<file path="config.mk">
export PLATFORM = sky130hd
export DESIGN_NAME = dfd_mux_sel_sequencer
export DESIGN_NICKNAME = d
export VERILOG_FILES = /design/src/rtl/dfd_tt_dbm_pkg.sv /design/src/rtl/dfd_mux_seq_dwell_cnt.sv /design/src/rtl/dfd_mux_sel_sequencer.sv
export SDC_FILE = /design/constraint.sdc
export NUM_CORES = 1
export LEC_CHECK = 0
export BUFFER_PORTS_ARGS = -buffer_cell sky130_fd_sc_hd__buf_2
export CAP_MARGIN = 20
export CORE_ASPECT_RATIO = 0.7
export CORE_MARGIN = 1.5
export CORE_UTILIZATION = 31
export CTS_BUF_LIST = sky130_fd_sc_hd__clkbuf_8
export CTS_CLUSTER_SIZE = 30
export DETAILED_ROUTE_END_ITERATION = 7
export PLACE_DENSITY = 0.52
export SYNTH_ARGS = -nofsm -noshare
export SYNTH_HDL_FRONTEND = slang
export SYNTH_SLANG_ARGS = --single-unit
export TNS_END_PERCENT = 30
</file>
<file path="constraint.sdc">
create_clock -name clk -period 3.35 [get_ports clk]
set_input_delay 0.1675 -clock clk [delete_from_list [all_inputs] [get_ports clk]]
set_output_delay 0.1675 -clock clk [all_outputs]
set_load 0.1 [all_outputs]
</file>
<file path="src/rtl/dfd_tt_dbm_pkg.sv">
// Shared debug-bus-mux types: sequencer state encoding, select-table entry layout
// and the mux pipeline depth that sets how long a new select needs to settle.
package dfd_tt_dbm_pkg;

   localparam int DBG_MUX_PIPE_DEPTH  = 3;
   localparam int MUX_SEQ_SEL_WIDTH   = 32;
   localparam int MUX_SEQ_DWELL_WIDTH = 16;

   typedef enum logic [1:0] {
      MUX_SEQ_IDLE = 2'd0,
      MUX_SEQ_ARM  = 2'd1,
      MUX_SEQ_RUN  = 2'd2,
      MUX_SEQ_DONE = 2'd3
   } MuxSeqState_e;

   typedef struct packed {
      logic [MUX_SEQ_SEL_WIDTH-1:0]   sel;
      logic [MUX_SEQ_DWELL_WIDTH-1:0] dwell;
   } MuxSeqEntry_s;

endpackage

</file>
<file path="src/rtl/dfd_mux_seq_dwell_cnt.sv">
// Loadable saturating down-counter with a zero flag; used for both the per-entry
// dwell time and the post-switch blanking window of the mux select sequencer.
module dfd_mux_seq_dwell_cnt #(
   parameter int WIDTH = 16
) (
   input  logic             clk,
   input  logic             reset_n,
   input  logic             load,
   input  logic [WIDTH-1:0] load_val,
   input  logic             dec_en,
   output logic             zero
);

   logic [WIDTH-1:0] count;

   // A load wins over a decrement; the count holds at zero instead of wrapping.
   always_ff @(posedge clk or negedge reset_n) begin
      if (!reset_n) begin
         count <= '0;
      end else if (load) begin
         count <= load_val;
      end else if (dec_en && (count != '0)) begin
         count <= count - WIDTH'(1);
      end
   end

   assign zero = (count == '0);

endmodule

</file>
<file path="src/rtl/dfd_mux_sel_sequencer.sv">
// Steps the debug bus mux select through a small table of (select, dwell) entries.
// Define DFD_MUX_SEQ_TICK_SYNC_EN to align every entry load to time_tick.
module dfd_mux_sel_sequencer
   import dfd_tt_dbm_pkg::*;
#(
   parameter int NUM_ENTRIES  = 4,
   parameter int SEL_WIDTH    = MUX_SEQ_SEL_WIDTH,
   parameter int DWELL_WIDTH  = MUX_SEQ_DWELL_WIDTH,
   parameter int BLANK_CYCLES = DBG_MUX_PIPE_DEPTH,
   localparam int IDX_WIDTH   = $clog2(NUM_ENTRIES)
) (
   input  logic                   clk,
   input  logic                   reset_n,
   input  logic                   cfg_wr_en,
   input  logic [IDX_WIDTH-1:0]   cfg_wr_idx,
   input  logic [SEL_WIDTH-1:0]   cfg_wr_sel,
   input  logic [DWELL_WIDTH-1:0] cfg_wr_dwell,
   input  logic [IDX_WIDTH-1:0]   cfg_last_idx,
   input  logic                   cfg_one_shot,
   input  logic                   start,
   input  logic                   stop,
   input  logic                   time_tick,
   output logic [SEL_WIDTH-1:0]   mux_sel,
   output logic                   sel_valid,
   output logic [IDX_WIDTH-1:0]   cur_idx,
   output logic                   switch_pulse,
   output logic                   busy,
   output logic                   done
);

   localparam int BLANK_WIDTH = (BLANK_CYCLES > 0) ? $clog2(BLANK_CYCLES + 1) : 1;

`ifdef DFD_MUX_SEQ_TICK_SYNC_EN
   localparam MuxSeqState_e START_STATE = MUX_SEQ_ARM;
   localparam logic         START_LOADS = 1'b0;
`else
   localparam MuxSeqState_e START_STATE = MUX_SEQ_RUN;
   localparam logic         START_LOADS = 1'b1;
`endif

   MuxSeqState_e         state;
   MuxSeqEntry_s         sel_table [NUM_ENTRIES];
   logic                 load_en;
   logic                 go_done;
   logic                 step_ok;
   logic [IDX_WIDTH-1:0] load_idx;
   logic                 dwell_zero;
   logic                 blank_zero;

   // Table storage is the package entry layout; narrower ports are zero-extended into it.
   always_ff @(posedge clk or negedge reset_n) begin
      if (!reset_n) begin
         for (int i = 0; i < NUM_ENTRIES; i++) begin
            sel_table[i] <= '0;
         end
      end else if (cfg_wr_en) begin
         sel_table[cfg_wr_idx].sel   <= MUX_SEQ_SEL_WIDTH'(cfg_wr_sel);
         sel_table[cfg_wr_idx].dwell <= MUX_SEQ_DWELL_WIDTH'(cfg_wr_dwell);
      end
   end

`ifdef DFD_MUX_SEQ_TICK_SYNC_EN
   // A zero dwell counter without a tick is the hold sub-state of RUN.
   assign step_ok = time_tick;
`else
   logic unused_time_tick;
   assign unused_time_tick = time_tick;
   assign step_ok          = 1'b1;
`endif

   // Decide whether this edge loads an entry (and which) or finishes a one-shot pass.
   always_comb begin
      load_en  = 1'b0;
      go_done  = 1'b0;
      load_idx = '0;
      case (state)
         MUX_SEQ_RUN: begin
            if (dwell_zero && step_ok) begin
               if (cur_idx == cfg_last_idx) begin
                  if (cfg_one_shot) begin
                     go_done = 1'b1;
                  end else begin
                     load_en = 1'b1;
                  end
               end else begin
                  load_en  = 1'b1;
                  load_idx = cur_idx + IDX_WIDTH'(1);
               end
            end
         end
`ifdef DFD_MUX_SEQ_TICK_SYNC_EN
         MUX_SEQ_ARM: begin
            load_en = time_tick;
         end
`endif
         default: begin
         end
      endcase
      if (start) begin
         load_en  = START_LOADS;
         go_done  = 1'b0;
         load_idx = '0;
      end
      if (stop) begin
         load_en = 1'b0;
         go_done = 1'b0;
      end
   end

   // Sequencer state and registered outputs; stop outranks start, start outranks stepping.
   always_ff @(posedge clk or negedge reset_n) begin
      if (!reset_n) begin
         state        <= MUX_SEQ_IDLE;
         mux_sel      <= '0;
         cur_idx      <= '0;
         switch_pulse <= 1'b0;
         done         <= 1'b0;
      end else begin
         switch_pulse <= load_en;
         if (load_en) begin
            mux_sel <= SEL_WIDTH'(sel_table[load_idx].sel);
            cur_idx <= load_idx;
         end
         if (stop) begin
            state <= MUX_SEQ_IDLE;
         end else if (start) begin
            state <= START_STATE;
            done  <= 1'b0;
         end else if (go_done) begin
            state <= MUX_SEQ_DONE;
            done  <= 1'b1;
         end else if (load_en) begin
            state <= MUX_SEQ_RUN;
         end
      end
   end

   dfd_mux_seq_dwell_cnt #(.WIDTH(DWELL_WIDTH)) u_dwell_cnt (
      .clk      (clk),
      .reset_n  (reset_n),
      .load     (load_en),
      .load_val (DWELL_WIDTH'(sel_table[load_idx].dwell)),
      .dec_en   (state == MUX_SEQ_RUN),
      .zero     (dwell_zero)
   );

   dfd_mux_seq_dwell_cnt #(.WIDTH(BLANK_WIDTH)) u_blank_cnt (
      .clk      (clk),
      .reset_n  (reset_n),
      .load     (load_en),
      .load_val (BLANK_WIDTH'(BLANK_CYCLES)),
      .dec_en   (1'b1),
      .zero     (blank_zero)
   );

   assign sel_valid = ((state == MUX_SEQ_RUN) || (state == MUX_SEQ_DONE)) && blank_zero;
   assign busy      = (state != MUX_SEQ_IDLE);

endmodule
</file>
======== Word-level counts from Yosys, hierarchy flattened ========
Index checks and enable logic that the tools add are counted.
word-level totals
  register bits ........................... 248
  output and inout bits ................... 38
  logic and storage cells ................. 76
cells by class
  add/sub/neg operators ................... 3
  magnitude comparators ................... 3
  equal/unequal tests ..................... 3
  muxes and demuxes ....................... 35
  bitwise logic cells ..................... 3
  reduce and logical (&&, ||, !) cells .... 14
operator list
  kind                                                         number
  bitwise mux 192 bit                                          2
  demux 48 bit (select 2 bit)                                  2
  2-to-1 mux 48 bit                                            3
  binary-select mux 48 bit (select 2 bit)                      1
  2-to-1 mux 16 bit                                            3
  2-to-1 mux 2 bit                                             10
  logical NOT 16 bit                                           1
  nonzero test 16 bit                                          1
  subtractor 16 x 1 -> 16 bit (second input constant)          1
  2-to-1 mux 1 bit                                             14
  nonzero test 2 bit                                           5
  greater-or-equal comparator 3 bit (second input constant)    2
  inverter 2 -> 3 bit                                          2
  == test 2 bit (second input constant)                        2
  nonzero test 4 bit                                           1
  logical AND 1 bit                                            3
  less-than comparator 3 x 1 -> 1 bit (second input constant)  1
  adder 2 x 1 -> 2 bit (second input constant)                 1
  == test 2 bit                                                1
  logical NOT 2 bit                                            1
  AND reduction 2 bit                                          1
  subtractor 2 x 1 -> 2 bit (second input constant)            1
  logical OR 1 bit                                             1
  inverter 1 bit                                               1

======== Logic depth before layout (Yosys ltp) ========
Gate-level depths: netlist of the first run.
  depth after elaboration ................. 10
  mapped depth ............................ 10
  mapped depth without buffers ............ 9

======== Modules after synthesis ========
Synthesis of the first run repeated with hierarchy kept, for this count alone.
second synthesis, totals
  cells, all modules ...................... 898
  area, all modules ....................... 11,174.5 µm²
by module, submodules not included
  module                               times used  cells each  area an instance (µm²)
  dfd_mux_sel_sequencer                1           761         9,988.3
  dfd_mux_seq_dwell_cnt (u_dwell_cnt)  1           124         1,054.8
  dfd_mux_seq_dwell_cnt (u_blank_cnt)  1           13          131.4

======== Least setup slack after synthesis of the first run ========
Ideal clock, no wire load.
  kind .................................... register -> register
  start ................................... reg u_dwell_cnt.count[0]
  end ..................................... reg u_dwell_cnt.count[0]
  library setup time ...................... 0.126 ns
  arrival time ............................ 2.842 ns
  data required time ...................... 3.224 ns
  setup slack ............................. 0.382 ns
  cell stages (with the launch flop) ...... 11
  buffers on the path ..................... 2
  period minus slack after synthesis ...... 2.968 ns
  cells stage by stage .................... dfrtp_1 inv_1 ha_1 or4b_1 or4_4 nor4_4 buf_6 buf_6 mux2i_1 mux2i_1 a221o_1
between the ends
  longest elaborated chain between the ends .. 9
ends and longest elaborated chain
  what                                                   line                          text
  start, declared                                        dfd_mux_seq_dwell_cnt.sv:14   logic [WIDTH-1:0] count;
  start signal, assigned                                 dfd_mux_seq_dwell_cnt.sv:21   count <= load_val;
  start signal, assigned                                 dfd_mux_seq_dwell_cnt.sv:23   count <= count - WIDTH'(1);
  logical NOT 16 bit                                     dfd_mux_seq_dwell_cnt.sv:27   assign zero = (count == '0);
  2-to-1 mux 2 bit                                       dfd_mux_sel_sequencer.sv:78   if (dwell_zero && step_ok) begin
  2-to-1 mux 2 bit                                       dfd_mux_sel_sequencer.sv:76   case (state)
  2-to-1 mux 2 bit                                       dfd_mux_sel_sequencer.sv:99   if (start) begin
  inverter 2 -> 3 bit (implied by the code)              dfd_mux_sel_sequencer.sv:142  .load_val (DWELL_WIDTH'(sel_table[load_idx].dwell)),
  binary-select mux 48 bit (select 2 bit)                dfd_mux_sel_sequencer.sv:142
  2-to-1 mux 48 bit (implied by the code) (2 in series)  dfd_mux_sel_sequencer.sv:142
  2-to-1 mux 16 bit                                      dfd_mux_seq_dwell_cnt.sv:20   end else if (load) begin
Parallel ways exist; a longest one is shown, timed or not. The select of a mux whose other input is x is not followed.
A chain may end at the register's enable or synchronous reset.

======== Worst setup path in the final report of the first run ========
  start ................................... reg u_dwell_cnt.count[1]
  end ..................................... reg u_dwell_cnt.count[5]
Same word-level chain as after synthesis.

==> results, run 1 <==
- The run finished with clean final reports.
- The clock tree from TritonCTS is done.
- Power comes to around 0.0086 W.
- The initial antenna violation count is 1.
- Walking the worst path, the cells encountered are inv_1, ha_1, or4b_1, or4_4, nor4_4, buf_6, mux2i_1, mux2_2, a221oi_1.
- The count of vias placed by the detailed router is 7,368.
- The CTS H-tree depth is 2.
- The final critical path takes up 93.7% of the cycle.
- Leaving out fill and tap cells, the most frequent cells in the layout are dfrtp_1, mux2_2, buf_2, mux2i_1, clkbuf_8.
- Summing all non-filler instances in the final layout gives an area of 0.0139 mm2.
- The post-DP HPWL is 17,300 um.
- The die boundary height is 162 um.
- The number of hold violations in the final report is 0.
- The total count of max-transition violations in the final report is 0.
- At the end of routability-driven placement, the weighted congestion stood at 0.884.
- Summing the areas of all fa, ha and maj instances in the mapped netlist gives less than 1% of the synthesized area.
- The residual antenna-violating net count after detailed routing is 0.
- In the routed layout, each cell is associated on average with a via count of 4.79.
- The number of global-route vias before repair is 7,826.
- The first-pass GRT wire length is 44,900 um.
- The critical-path cell with the highest stage delay is or4_4.
- The final wirelength is approximately 28,000 um.
- For this run, asynchronously set or reset flops after synthesis account for 100%.
- The per-cell routed wire length is 18.1 um.
- The first TritonRoute pass finished after 4 iterations.
- The sequential fraction of the synthesis area is between 50 and 60%.
- The gate count after technology mapping is 850.
- In this run the clock root is driven by a clkbuf_8.
- The global-route total usage across every layer is 15.4%.
- The max-capacitance violation count is 0.
- The netlist uses 56 different library cells.
- The maximum number of buffers from clock root to sink is 3.
- The core area is roughly 0.036 mm2.
- In this run the biggest area consumer among cell types represents 55.3% of the synthesized area.
- After Yosys synthesis, and, or, nand and nor cells account for approximately 6.3% of the synthesized area.
- In this run the power density over the cells is around 620 mW/mm2.
- The number of core rows is 58.
- The mean instance size in the synthesized netlist is 13.2 um2.
- After synthesis the cells add up to 0.0112 mm2.
- Setup violations remaining at the end of the flow were counted as 0.
- In the routed design, unresolved DRC markers number 0.
- Setup repair after global routing left no endpoint under its margin.
- The worst endpoint data arrival time is roughly 3.6 ns.
- Buffers inserted during clock tree synthesis total 42.
- For the final database, setup skew stands at 0.0286 ns.
- The cell type with the largest total area after synthesis is dfrtp_1.
- In this run the worst path has a maximum fanout of 10.
- Summed over all cells, the static leakage comes to approximately 6 nW.
- The fmax is 319 MHz.
- The kind of end point of the critical path is a register.
- The starting utilization of the core area is between 30% and 40%.
- Cells with a size suffix above 1 make up approximately two fifths of the layout.
- For this run, the share of the core covered by cells in the final layout is between 30 and 40%.
- The number of nets handed over by synthesis was approximately 910.
- The first routing iteration left 425 violations.
- The transition time at the pin with the least slew margin is 0.872 ns.
- The area growth from synthesis to layout is 23.4%.
- After the last flow step, the layout net total stands at 1,092.
- The worst setup path is of the reg -> reg kind.
- The register bit count reported by yosys is 248.
- Entering global routing, the biggest net connects 96 pins.
- Measured along the x axis, the die boundary spans 230 um.
- The area enclosed by the die boundary is 0.0374 mm2.
- The main combinational cell family by area after synthesis is multiplexers.
- The most used flip-flop cell after synthesis is dfrtp_1.
- After global routing the overflow that remains totals 0.
- The multiplexer share of the synthesized area is 30.4%.
- STA classifies the critical path startpoint as a register.
- Buffers placed on the I/O ports in this run total 95.
- Sorting the synthesized cells by area gives the leading types as dfrtp_1, mux2_2, mux2i_1.
- The number of enable flip-flop cells after synthesis is 0.
- The class of the worst hold path is in -> reg.
- Summing the areas of all xor and xnor instances in the mapped netlist gives 0.468% of the synthesized area.
- The compound-cell area share of the yosys netlist is 5.36%.
- The sum of negative setup slack is 0 ns.
- After layout, the minimum clock period comes to 3.14 ns.
- The data required time of the worst path is approximately 3.8 ns.
- The Yosys step of the flow raised 0 warnings.
- Clock latency on the worst-skew pair, taken at its later pin, is 0.57 ns.
- The CTS sink count is 248.
- The peak supply drop is 0.000413 V.
- In this run the cell area measured after placement is 0.0125 mm2.
- The clock transition at the registers of the reported paths is 0.07 ns.
- Headroom to the max-slew limit came out at a little over two fifths.
- The library cell used most frequently in the layout, excluding fill and tap cells, is dfrtp_1.
- 97 I/O pins were placed.
- The highest cell delay on the worst timing path is 0.60 ns.
## routing by layer
metal  GRT usage [%]  vias to the layer above  part of all wire, %
met3            3.16                       40                  4.0
met4            4.01                        0                  1.7
met2            24.3                      127                   45
li1                -                     3462                    -
met1            21.4                     3739                   49
met5               0                        -                    0
## cell type report
type                            count  area (um2)
Antenna cell                        1        2.50
Clock buffer                       54         743
Clock inverter                     17         106
Fill cell                        3463       21900
Inverter                            5        18.8
Multi-Input combinational cell    552        4860
Sequential cell                   248        6210
Tap cell                          480         601
Timing Repair Buffer              181        1330
## flip-flops by register name, summed over array words and instances (netlist names)
signal / cells
switch_pulse: 1
cur_idx: 2
done: 1
state: 2
u_blank_cnt.count: 2
mux_sel: 32
sel_table: 192
u_dwell_cnt.count: 16
## what timing repair did
action                                  CTS  global route
resized for setup                         0             1
hold endpoints to repair                286             0
endpoints found under the setup margin    0             2
hold buffers                             52             0
setup buffers                             0             0
## worst max-delay path: cells and delay by family, from the launching register on
| family | cells | cell delay [ns] |
|---|---|---|
| AOI/OAI and AO/OA | 1 | 0.30 |
| adders and majority gates | 1 | 0.16 |
| buffers and inverters | 2 | 0.35 |
| DFF | 1 | 0.42 |
| muxes | 2 | 0.37 |
| and+or+nand+nor | 3 | 1.42 |
## cell usage after synthesis, types with 5 or more instances
master,n
buf_1,8
nor3_1,7
mux2_2,225
and3_1,8
dfrtp_1,248
nor2_1,20
mux2i_1,88
nor3b_1,5
a21oi_1,6
nand2b_1,5
nand3_1,8
clkbuf_1,30
nand2_1,51
o21ai_1,26
nor2b_1,10
o211ai_1,10
o21ai_0,21
## report_power, final
group,switching [W],internal (W)
registers,0.000325,0.00357
clock network,0.00125,0.00152
logic,0.00117,0.000754
total,0.00274,0.00585
## final timing paths
path,from,endpoint,slack (ns),cells after the start
worst min-delay path,cfg_one_shot,state[0]$_DFFE_PN0P_,0.12,5
max in group asynchronous,reset_n,sel_table[52]$_DFFE_PN0P_,2.25,3
worst max register to register,u_dwell_cnt.count[1]$_DFFE_PN0P_,u_dwell_cnt.count[5]$_DFFE_PN0P_,0.21,9
worst min register to register,mux_sel[1]$_DFFE_PN0P_,mux_sel[1]$_DFFE_PN0P_,0.48,2
worst max-delay path,u_dwell_cnt.count[1]$_DFFE_PN0P_,u_dwell_cnt.count[5]$_DFFE_PN0P_,0.21,9
min in group asynchronous,reset_n,u_blank_cnt.count[1]$_DFFE_PN0P_,0.23,2
## stage by stage
| step | setup slack [ns] | instances | hold slack, ns |
|---|---|---|---|
| floorplan | 0.382 | 850 | -0.128 |
| global placement | 0.240 | 1414 | 0.284 |
| detailed placement | 0.160 | 1414 | 0.279 |
| CTS | 0.165 | 1537 | 0.0863 |
| global route | 0.0370 | 1538 | 0.126 |
| finish | 0.212 | 1538 | 0.124 |
## kinds of logic (layout without fill, tap and decap cells)
group | after synthesis | in the layout
AOI/OAI and AO/OA | 94 | 94
xor gates and xnor gates | 6 | 6
adders and majority gates | 3 | 3
buffers and inverters | 50 | 257
DFF | 248 | 248
muxes | 313 | 313
other | 0 | 1
and+or+nand+nor | 136 | 136
No activity file was read; power rests on OpenSTA's default activity.
==> inputs of run 2 (changes only) <==
--- a/config.mk
+++ b/config.mk
@@ -8,12 +8,13 @@
 export BUFFER_PORTS_ARGS = -buffer_cell sky130_fd_sc_hd__buf_2
 export CAP_MARGIN = 20
 export CORE_ASPECT_RATIO = 0.7
-export CORE_MARGIN = 1.5
+export CORE_MARGIN = 5
 export CORE_UTILIZATION = 31
 export CTS_BUF_LIST = sky130_fd_sc_hd__clkbuf_8
 export CTS_CLUSTER_SIZE = 30
 export DETAILED_ROUTE_END_ITERATION = 7
 export PLACE_DENSITY = 0.52
+export RECOVER_POWER = 50
 export SYNTH_ARGS = -nofsm -noshare
 export SYNTH_HDL_FRONTEND = slang
 export SYNTH_SLANG_ARGS = --single-unit
==> run 2 against run 1 <==
Critical path depth is the same. Global-route usage shrank 1.2 points. Die area grew 7.5%. Total power grew 0.88%. Setup slack lost 0.076 ns. The run now ends with max-capacitance violations, max-slew violations left. Critical endpoint is now u_dwell_cnt.count[4]$_DFFE_PN0P_. Wire length grew 1.5%. Maximum frequency shrank 2.4%.
==> results, run 2 (synthesis results as in run 1) <==
- The worst setup path is captured at a register.
- The starting utilization of the core area is 31.3% (-0.064 points).
- The residual antenna-violating net count after detailed routing was 0 (unchanged).
- The fraction of layout cells with a size suffix above 1 is 39.7% (-0.64 points).
- The pin count of the biggest net entering global routing is 94 (-2.1%).
- The total chip power is 0.00867 W (+0.88%).
- The number of hold violations in the final report is 0 (unchanged).
- The first-pass GRT wire length is 45,700 um (+1.8%).
- The CTS sink count is 248 (unchanged).
- The total number of nets in the final design is 1,095 (+0.27%).
- The power dissipated by switching net loads is 0.00276 W (+0.54%).
- The area enclosed by the die boundary is 0.0402 mm2 (+7.5%).
- The post-layout worst setup margin was 0.136 ns (-0.0764 ns).
- The peak supply drop came to 0.000332 V (-20%).
- The number of DRC markers after the initial detailed-route iteration came to 311 (-27%).
- The final number of setup-violating endpoints is 0 (unchanged).
- The total count of max-transition violations in the final report is 250 (+250).
- The slowest stage of the critical path belongs to the cell or4_4.
- In this run the critical register-to-register path is captured at u_dwell_cnt.count[4]$_DFFE_PN0P_.
- The switching power share of the total is 31.8% (-0.11 points).
- Setup repair after global routing left no endpoint under its margin.
- The sequential group share of total power is 45.0% (-0.4 points).
- The fill cell total of the finished layout is 3,524 (+1.8%).
- The worst slew margin relative to its limit is -62.7% (-100 points).
- The largest registers in the layout are sel_table x192, mux_sel x32, u_dwell_cnt.count x16.
- The power density normalized to cell area is 625 mW/mm2 (+0.78%).
- The combined flip-flop and latch cell area is 0.00621 mm2 (unchanged).
- The post-DP HPWL was 17,900 um (+3.2%).
- The register containing the most flip-flops in the final layout is sel_table.
- The x dimension of the die is 237 um (+3.0%).
- The leakage power summed over all cells is 5.95 nW (+0.39%).
- The number of global-route vias before repair was 7,883 (+0.73%).
- The per-cell routed wire length is 18.3 um (+1.0%).
- The biggest fanout along the worst timing path is 24 (+14).
- The final reports fail on max-capacitance violations, max-slew violations.
- The most common library cell in the layout ignoring fill and taps is dfrtp_1.
- The initial antenna violation count is 1 (unchanged).
- The final wirelength is 28,200 um (+1.5%).
- The final worst-path cycle share is 96.0% (+2.3 points).
- The number of detailed-route iterations in the first pass is 4 (unchanged).
- The data required time of the worst path is 3.79 ns (about the same).
- The reg2reg setup slack came to 0.14 ns (-0.08 ns).
- The die boundary height is 169 um (+4.3%).
- The signed area change from the synthesized netlist to the final layout is 23.6% (about the same).
- The I/O pin total was 97 (unchanged).
- The core area is 0.0358 mm2 (+0.20%).
- The flow ran to the end, but the final reports show violations.
- The startpoint type of the worst setup path is a register.
- The uppermost layer routed is met4.
- The count of vias placed by the detailed router came to 7,402 (+0.46%).
- The number of cells on the worst reg-to-reg path came to 9 (unchanged).
- The routed wire length on met2 is 12,700 um (+1.4%).
- The highest cell delay on the worst timing path was 0.61 ns (about the same).
- The DRC violation count after routing was 0 (unchanged).
- In this run the critical register-to-register path is launched from u_dwell_cnt.count[1]$_DFFE_PN0P_.
- The launching instance or port of the critical path is u_dwell_cnt.count[1]$_DFFE_PN0P_.
- The sum of negative setup slack was 0 ns (unchanged).
- The transition time at the pin with the least slew margin is 2.44 ns (+1.57 ns).
- The minimum clock period is 3.21 ns (+0.0764 ns).
- The fmax came to 311 MHz (-2.4%).
- The number of flip-flops in the largest register came to 192 (unchanged).
- The critical setup path kind is reg -> reg.
- The final worst clock skew is 0.0429 ns (+0.0143 ns).
- The clock tree from TritonCTS is done.
- The fraction of power consumed by combinational cells is 22.2% (about the same).
- The count of buffers inserted at the top-level ports is 95 (unchanged).
- The total of cells resized after clock tree synthesis is 0 (unchanged).
- The routability congestion estimate from global placement came to 0.851 (-3.7%).
- The number of core rows is 58 (unchanged).
- The area used by multi-input combinational logic was 0.00485 mm2 (-0.21%).
- The relative contribution of the clock network to total power is 32.8% (+0.5 points).
- The class of the worst hold path is in -> reg.
- The max-capacitance violation count is 5 (+5).
- The remaining global-route overflow is 0 (unchanged).
- The global-route total usage across every layer was 14.1% (-1.2 points).
- The routed length on met1 is 13,900 um (+0.96%).
- Following the worst setup path forward leads to its endpoint at u_dwell_cnt.count[4]$_DFFE_PN0P_.
- The setup slack at placement was 0.139 ns (-0.0214 ns).
- The number of buffers inserted during clock tree synthesis came to 44 (+4.8%).
- In this run the clock root is driven by a clkbuf_8.
- The maximum number of buffers from clock root to sink was 3 (unchanged).
- The internal cell power is 0.00591 W (+1.0%).
- The clock transition at the registers of the reported paths was 0.06 ns (about the same).
- The post-detailed-route via-to-cell ratio is 4.79 (about the same).
- In the layout the commonest cells are dfrtp_1, mux2_2, buf_2, mux2i_1, clkbuf_8.
- The clock latency on the worst-skew pair was 0.58 ns (about the same).
- The critical path goes through inv_1, ha_1, or4b_1, or4_4, nor4_4, buf_12, mux2i_1, mux2_2, a221oi_1.
- The CTS H-tree depth is 2 (unchanged).
- The worst endpoint data arrival time was 3.65 ns (+0.07 ns).
- The wire length on met3 is 1260 um (+12%).
-- run 2: cell count changes in the layout (fill, tap and decap cells not counted), moves of 2 or more --
cell	previous run	this run
inv_1	15	20
buf_4	28	24
clkbuf_1	0	4
clkbuf_2	0	4
buf_2	94	92
clkbuf_8	54	56
-- run 2: layout make-up --
cell class | count | area share, %
tap | 480 | 4.33
inverter | 5 | 0.135
timing repair buffer | 182 | 9.42
multi-input combinational | 552 | 34.9
clock buffer | 56 | 5.56
sequential | 248 | 44.7
clock inverter | 21 | 0.884
antenna | 1 | 0.0180
-- run 2: power groups by stage --
| stage | clock network, W | logic [W] | registers [W] |
|---|---|---|---|
| 6_report | 0.00284 | 0.00193 | 0.00390 |
| 5_1_grt | 0.00310 | 0.00209 | 0.00397 |
| 4_1_cts | 0.00296 | 0.00196 | 0.00390 |
| 3_5_place_dp | 0 | 0.00190 | 0.00394 |
| 3_3_place_gp | 0 | 0.00187 | 0.00393 |
| 2_1_floorplan | 0 | 0.000897 | 0.00443 |
-- run 2: what timing repair did --
action / in CTS / in global routing
hold buffers: 52 / 0
hold endpoints to repair: 285 / 0
setup buffers: 0 / 0
-- run 2: worst max-delay path: cells and delay by family (launching register included) --
kind | cells | cell delay [ns]
muxes | 2 | 0.38
DFF | 1 | 0.43
and+or+nand+nor | 3 | 1.40
adders and majority gates | 1 | 0.17
AOI/OAI and AO/OA | 1 | 0.32
buffers and inverters | 2 | 0.37
-- run 2: worst min path at each step --
stage	cells past startpoint	start	end	slack, ns
global route	5	cfg_one_shot	state[0]$_DFFE_PN0P_	0.09
CTS	5	cfg_one_shot	done$_DFFE_PN0P_	0.03
global placement	1	reset_n	sel_table[189]$_DFFE_PN0P_	0.25
floorplan	0	reset_n	cur_idx[0]$_DFFE_PN0P_	-0.13
detailed placement	1	reset_n	sel_table[50]$_DFFE_PN0P_	0.27
finish	5	cfg_one_shot	done$_DFFE_PN0P_	0.09
-- run 2: stage by stage --
stage | cells | instance area [um2] | hold WS (ns) | util, %
final | 1545 | 13900 | 0.0869 | 38.7
after global routing | 1544 | 13900 | 0.0894 | 38.7
after CTS | 1544 | 13900 | 0.0342 | 38.8
after detailed placement | 1415 | 12500 | 0.270 | 34.9
after global placement | 1415 | 12500 | 0.249 | 34.9
after floorplan | 850 | 11200 | -0.128 | -
-- run 2: metal layers --
layer  vias up  track usage (%)
met4         0             3.59
met1      3759             20.2
met5         -                0
li1       3467                -
met3        37             3.09
met2       139             22.0
==> inputs of run 3 (changes only) <==
--- a/config.mk
+++ b/config.mk
@@ -5,16 +5,19 @@
 export SDC_FILE = /design/constraint.sdc
 export NUM_CORES = 1
 export LEC_CHECK = 0
+export ABC_CLOCK_PERIOD_IN_PS = 3350
 export BUFFER_PORTS_ARGS = -buffer_cell sky130_fd_sc_hd__buf_2
 export CAP_MARGIN = 20
 export CORE_ASPECT_RATIO = 0.7
 export CORE_MARGIN = 5
 export CORE_UTILIZATION = 31
 export CTS_BUF_LIST = sky130_fd_sc_hd__clkbuf_8
+export CTS_CLUSTER_DIAMETER = 120
 export CTS_CLUSTER_SIZE = 30
 export DETAILED_ROUTE_END_ITERATION = 7
 export PLACE_DENSITY = 0.52
 export RECOVER_POWER = 50
+export REMOVE_ABC_BUFFERS = 1
 export SYNTH_ARGS = -nofsm -noshare
 export SYNTH_HDL_FRONTEND = slang
 export SYNTH_SLANG_ARGS = --single-unit
==> run 3 against run 2 <==
The flow still finishes with violations (max-capacitance violations, max-slew violations). Total power decreased by 18%. Cell count decreased by 4.1%. Sequential power about the same. Critical endpoint is now mux_sel[18]$_DFFE_PN0P_. Largest power group unchanged.
==> results, run 3 (synthesis results as in run 1) <==
- The worst endpoint data arrival time is 3.61 ns (-0.04 ns).
- The number of buffers inserted during clock tree synthesis was 12 (-73%).
- The kind of end point of the critical path is a register.
- The DRC violation count after routing is 0 (unchanged).
- The power density normalized to cell area is 538 mW/mm2 (-14%).
- From synthesis to final layout, the design area changed by 17.8%.
- The number of instances in the placed design is 1,412 (-0.21%).
- The final hold slack came to 0.176 ns (+0.0890 ns).
- The most critical setup path has its startpoint at u_dwell_cnt.count[1]$_DFFE_PN0P_.
- The first-pass GRT wire length is 43,200 um (-5.5%).
- The final number of setup-violating endpoints was 0 (unchanged).
- The data required time of the worst path is 3.74 ns (-0.05 ns).
- The routability congestion estimate from global placement is 0.843 (-0.99%).
- The count of placed standard cells in the final layout, fillers left out is 1,481 (-4.1%).
- The class of the worst hold path is in -> reg.
- The pin count of the biggest net entering global routing was 100 (+6.4%).
- The starting utilization of the core area is 31.3% (unchanged).
- The run finished, with violations left.
- The clock latency on the worst-skew pair is 0.58 ns (about the same).
- On the critical path, the stage with the largest delay is an instance of or4_4.
- The area enclosed by the die boundary is 0.0402 mm2 (unchanged).
- The number of core rows is 58 (unchanged).
- The clock transition at the registers of the reported paths is 0.19 ns (+0.13 ns).
- The final worst clock skew came to 0.0841 ns (+0.0413 ns).
- The worst setup path is of the reg -> reg kind.
- The signal on the critical path passes through inv_1, ha_1, or4b_1, or4_4, nor4_4, buf_12, buf_12, mux2i_1, mux2_2, o21ai_1.
- The x dimension of the die is 237 um (unchanged).
- The remaining global-route overflow came to 0 (unchanged).
- The register with the most flip-flops in the final layout is sel_table.
- The CTS H-tree depth is 1 (-1).
- The worst slew margin relative to its limit is -26.3% (+36 points).
- The cell area after layout is 0.0132 mm2 (-4.7%).
- The die boundary height is 169 um (unchanged).
- In this run the clock root is driven by a clkbuf_8.
- The biggest fanout along the worst timing path is 16 (-33%).
- The maximum number of buffers from clock root to sink is 3 (unchanged).
- Setup repair after global routing left no endpoint under its margin.
- The total number of nets in the final design is 1,062 (-3.0%).
- The post-DP HPWL was 16,800 um (-6.1%).
- The number of flip-flops in the largest register is 192 (unchanged).
- The fmax is 310 MHz (-0.20%).
- The startpoint type of the worst setup path is a register.
- In this run the critical register-to-register path is launched from u_dwell_cnt.count[1]$_DFFE_PN0P_.
- The fraction of layout cells with a size suffix above 1 is 37.6% (-2.1 points).
- The residual antenna-violating net count after detailed routing is 0 (unchanged).
- In the layout the commonest cells are dfrtp_1, mux2_2, buf_2, mux2i_1, dlygate4sd3_1.
- The number of detailed-route iterations in the first pass is 4 (unchanged).
- The minimum clock period came to 3.22 ns (+0.00655 ns).
- The checks that failed: max-capacitance violations, max-slew violations.
- TritonCTS built the clock tree.
- The peak supply drop came to 0.000239 V (-28%).
- The final worst-path cycle share is 96.1% (+0.20 points).
- The cell repeated most along the worst path is buf_12.
- The final core utilization is 36.9% (-1.8 points).
- The count of buffers inserted at the top-level ports came to 95 (unchanged).
- The number of DRC markers after the initial detailed-route iteration was 350 (+13%).
- The number of global-route vias before repair is 7,434 (-5.7%).
- The fill cell total of the finished layout came to 3,508 (-0.45%).
- The initial antenna violation count is 1 (unchanged).
- The total count of max-transition violations in the final report is 172 (-31%).
- The number of setup buffers added after CTS is 0 (unchanged).
- The per-cell routed wire length came to 17.8 um (-2.8%).
- The number of hold violations in the final report is 0 (unchanged).
- The largest registers in the layout are sel_table x192, mux_sel x32, u_dwell_cnt.count x16.
- The highest cell delay on the worst timing path is 0.61 ns (about the same).
- The sum of negative setup slack is 0 ns (unchanged).
- The transition time at the pin with the least slew margin is 1.89 ns (-0.546 ns).
- The count of vias placed by the detailed router is 7,176 (-3.1%).
- The placed cell area is 0.0125 mm2 (about the same).
- The global-route total usage across every layer is 13.1% (-0.98 points).
- The post-detailed-route via-to-cell ratio is 4.85 (+1.1%).
- The most common library cell in the layout ignoring fill and taps is dfrtp_1.
- The leakage power summed over all cells was 5.55 nW (-6.7%).
- The start point of the worst hold path is cfg_last_idx[1].
- The final wirelength is 26,300 um (-6.9%).
- The max-capacitance violation count was 3 (-2).
- The core area is 0.0358 mm2 (unchanged).
- The CTS sink count is 248 (unchanged).
- The I/O pin total is 97 (unchanged).
-- run 3: per-stage QoR --
stage | worst slack [ns] | power (W)
floorplan | -3.30 | 0.00533
global placement | 0.251 | 0.00578
detailed placement | 0.195 | 0.00582
CTS | 0.109 | 0.00724
global route | 0.00703 | 0.00755
finish | 0.129 | 0.00711
-- run 3: final timing paths --
path | end | slack [ns] | cells after the start
min reg2reg | mux_sel[18]$_DFFE_PN0P_ | 0.50 | 2
max in group asynchronous | u_dwell_cnt.count[11]$_DFFE_PN0P_ | 0.63 | 3
max | mux_sel[18]$_DFFE_PN0P_ | 0.13 | 10
max reg2reg | mux_sel[18]$_DFFE_PN0P_ | 0.13 | 10
min in group asynchronous | mux_sel[12]$_DFFE_PN0P_ | 0.64 | 2
min | done$_DFFE_PN0P_ | 0.18 | 6
-- run 3: worst max-delay path: cells and delay by family (launching register included) --
family,cells,cell delay (ns)
flops,1,0.47
mux,2,0.39
compound gates,1,0.05
buf+inv,3,0.49
fa+ha+maj,1,0.17
simple gates,3,1.45
-- run 3: layer usage --
layer | vias to the layer above | wire length (um) | track usage, %
met5 | - | 0 | 0
met4 | 0 | 285 | 1.68
met3 | 15 | 988 | 2.32
met2 | 109 | 11900 | 21.0
met1 | 3665 | 13200 | 19.4
li1 | 3387 | - | -
-- run 3: cell type report --
class                      instances  area, um2  share of cell area [%]
antenna                            1       2.50                  0.0189
timing repair buffer             181       1340                    10.1
sequential                       248       6210                    46.9
inverter                           5       18.8                   0.142
multi-input combinational        552       4850                    36.7
clock buffer                      13        179                    1.35
clock inverter                     1       30.0                   0.227
tap                              480        601                    4.54
-- run 3: timing repair --
item	CTS	global route
gates resized for setup	0	0
setup endpoints to repair	0	0
hold buffers	54	0
hold endpoints to repair	267	0
-- run 3: report_power, final --
group          leakage (nW)  total, W  internal [W]  switching, W
sequential             2.97   0.00388       0.00356      0.000315
clock                 0.105   0.00133      0.000374      0.000953
combinational          2.47   0.00191      0.000754       0.00116
total                  5.55   0.00711       0.00469       0.00242
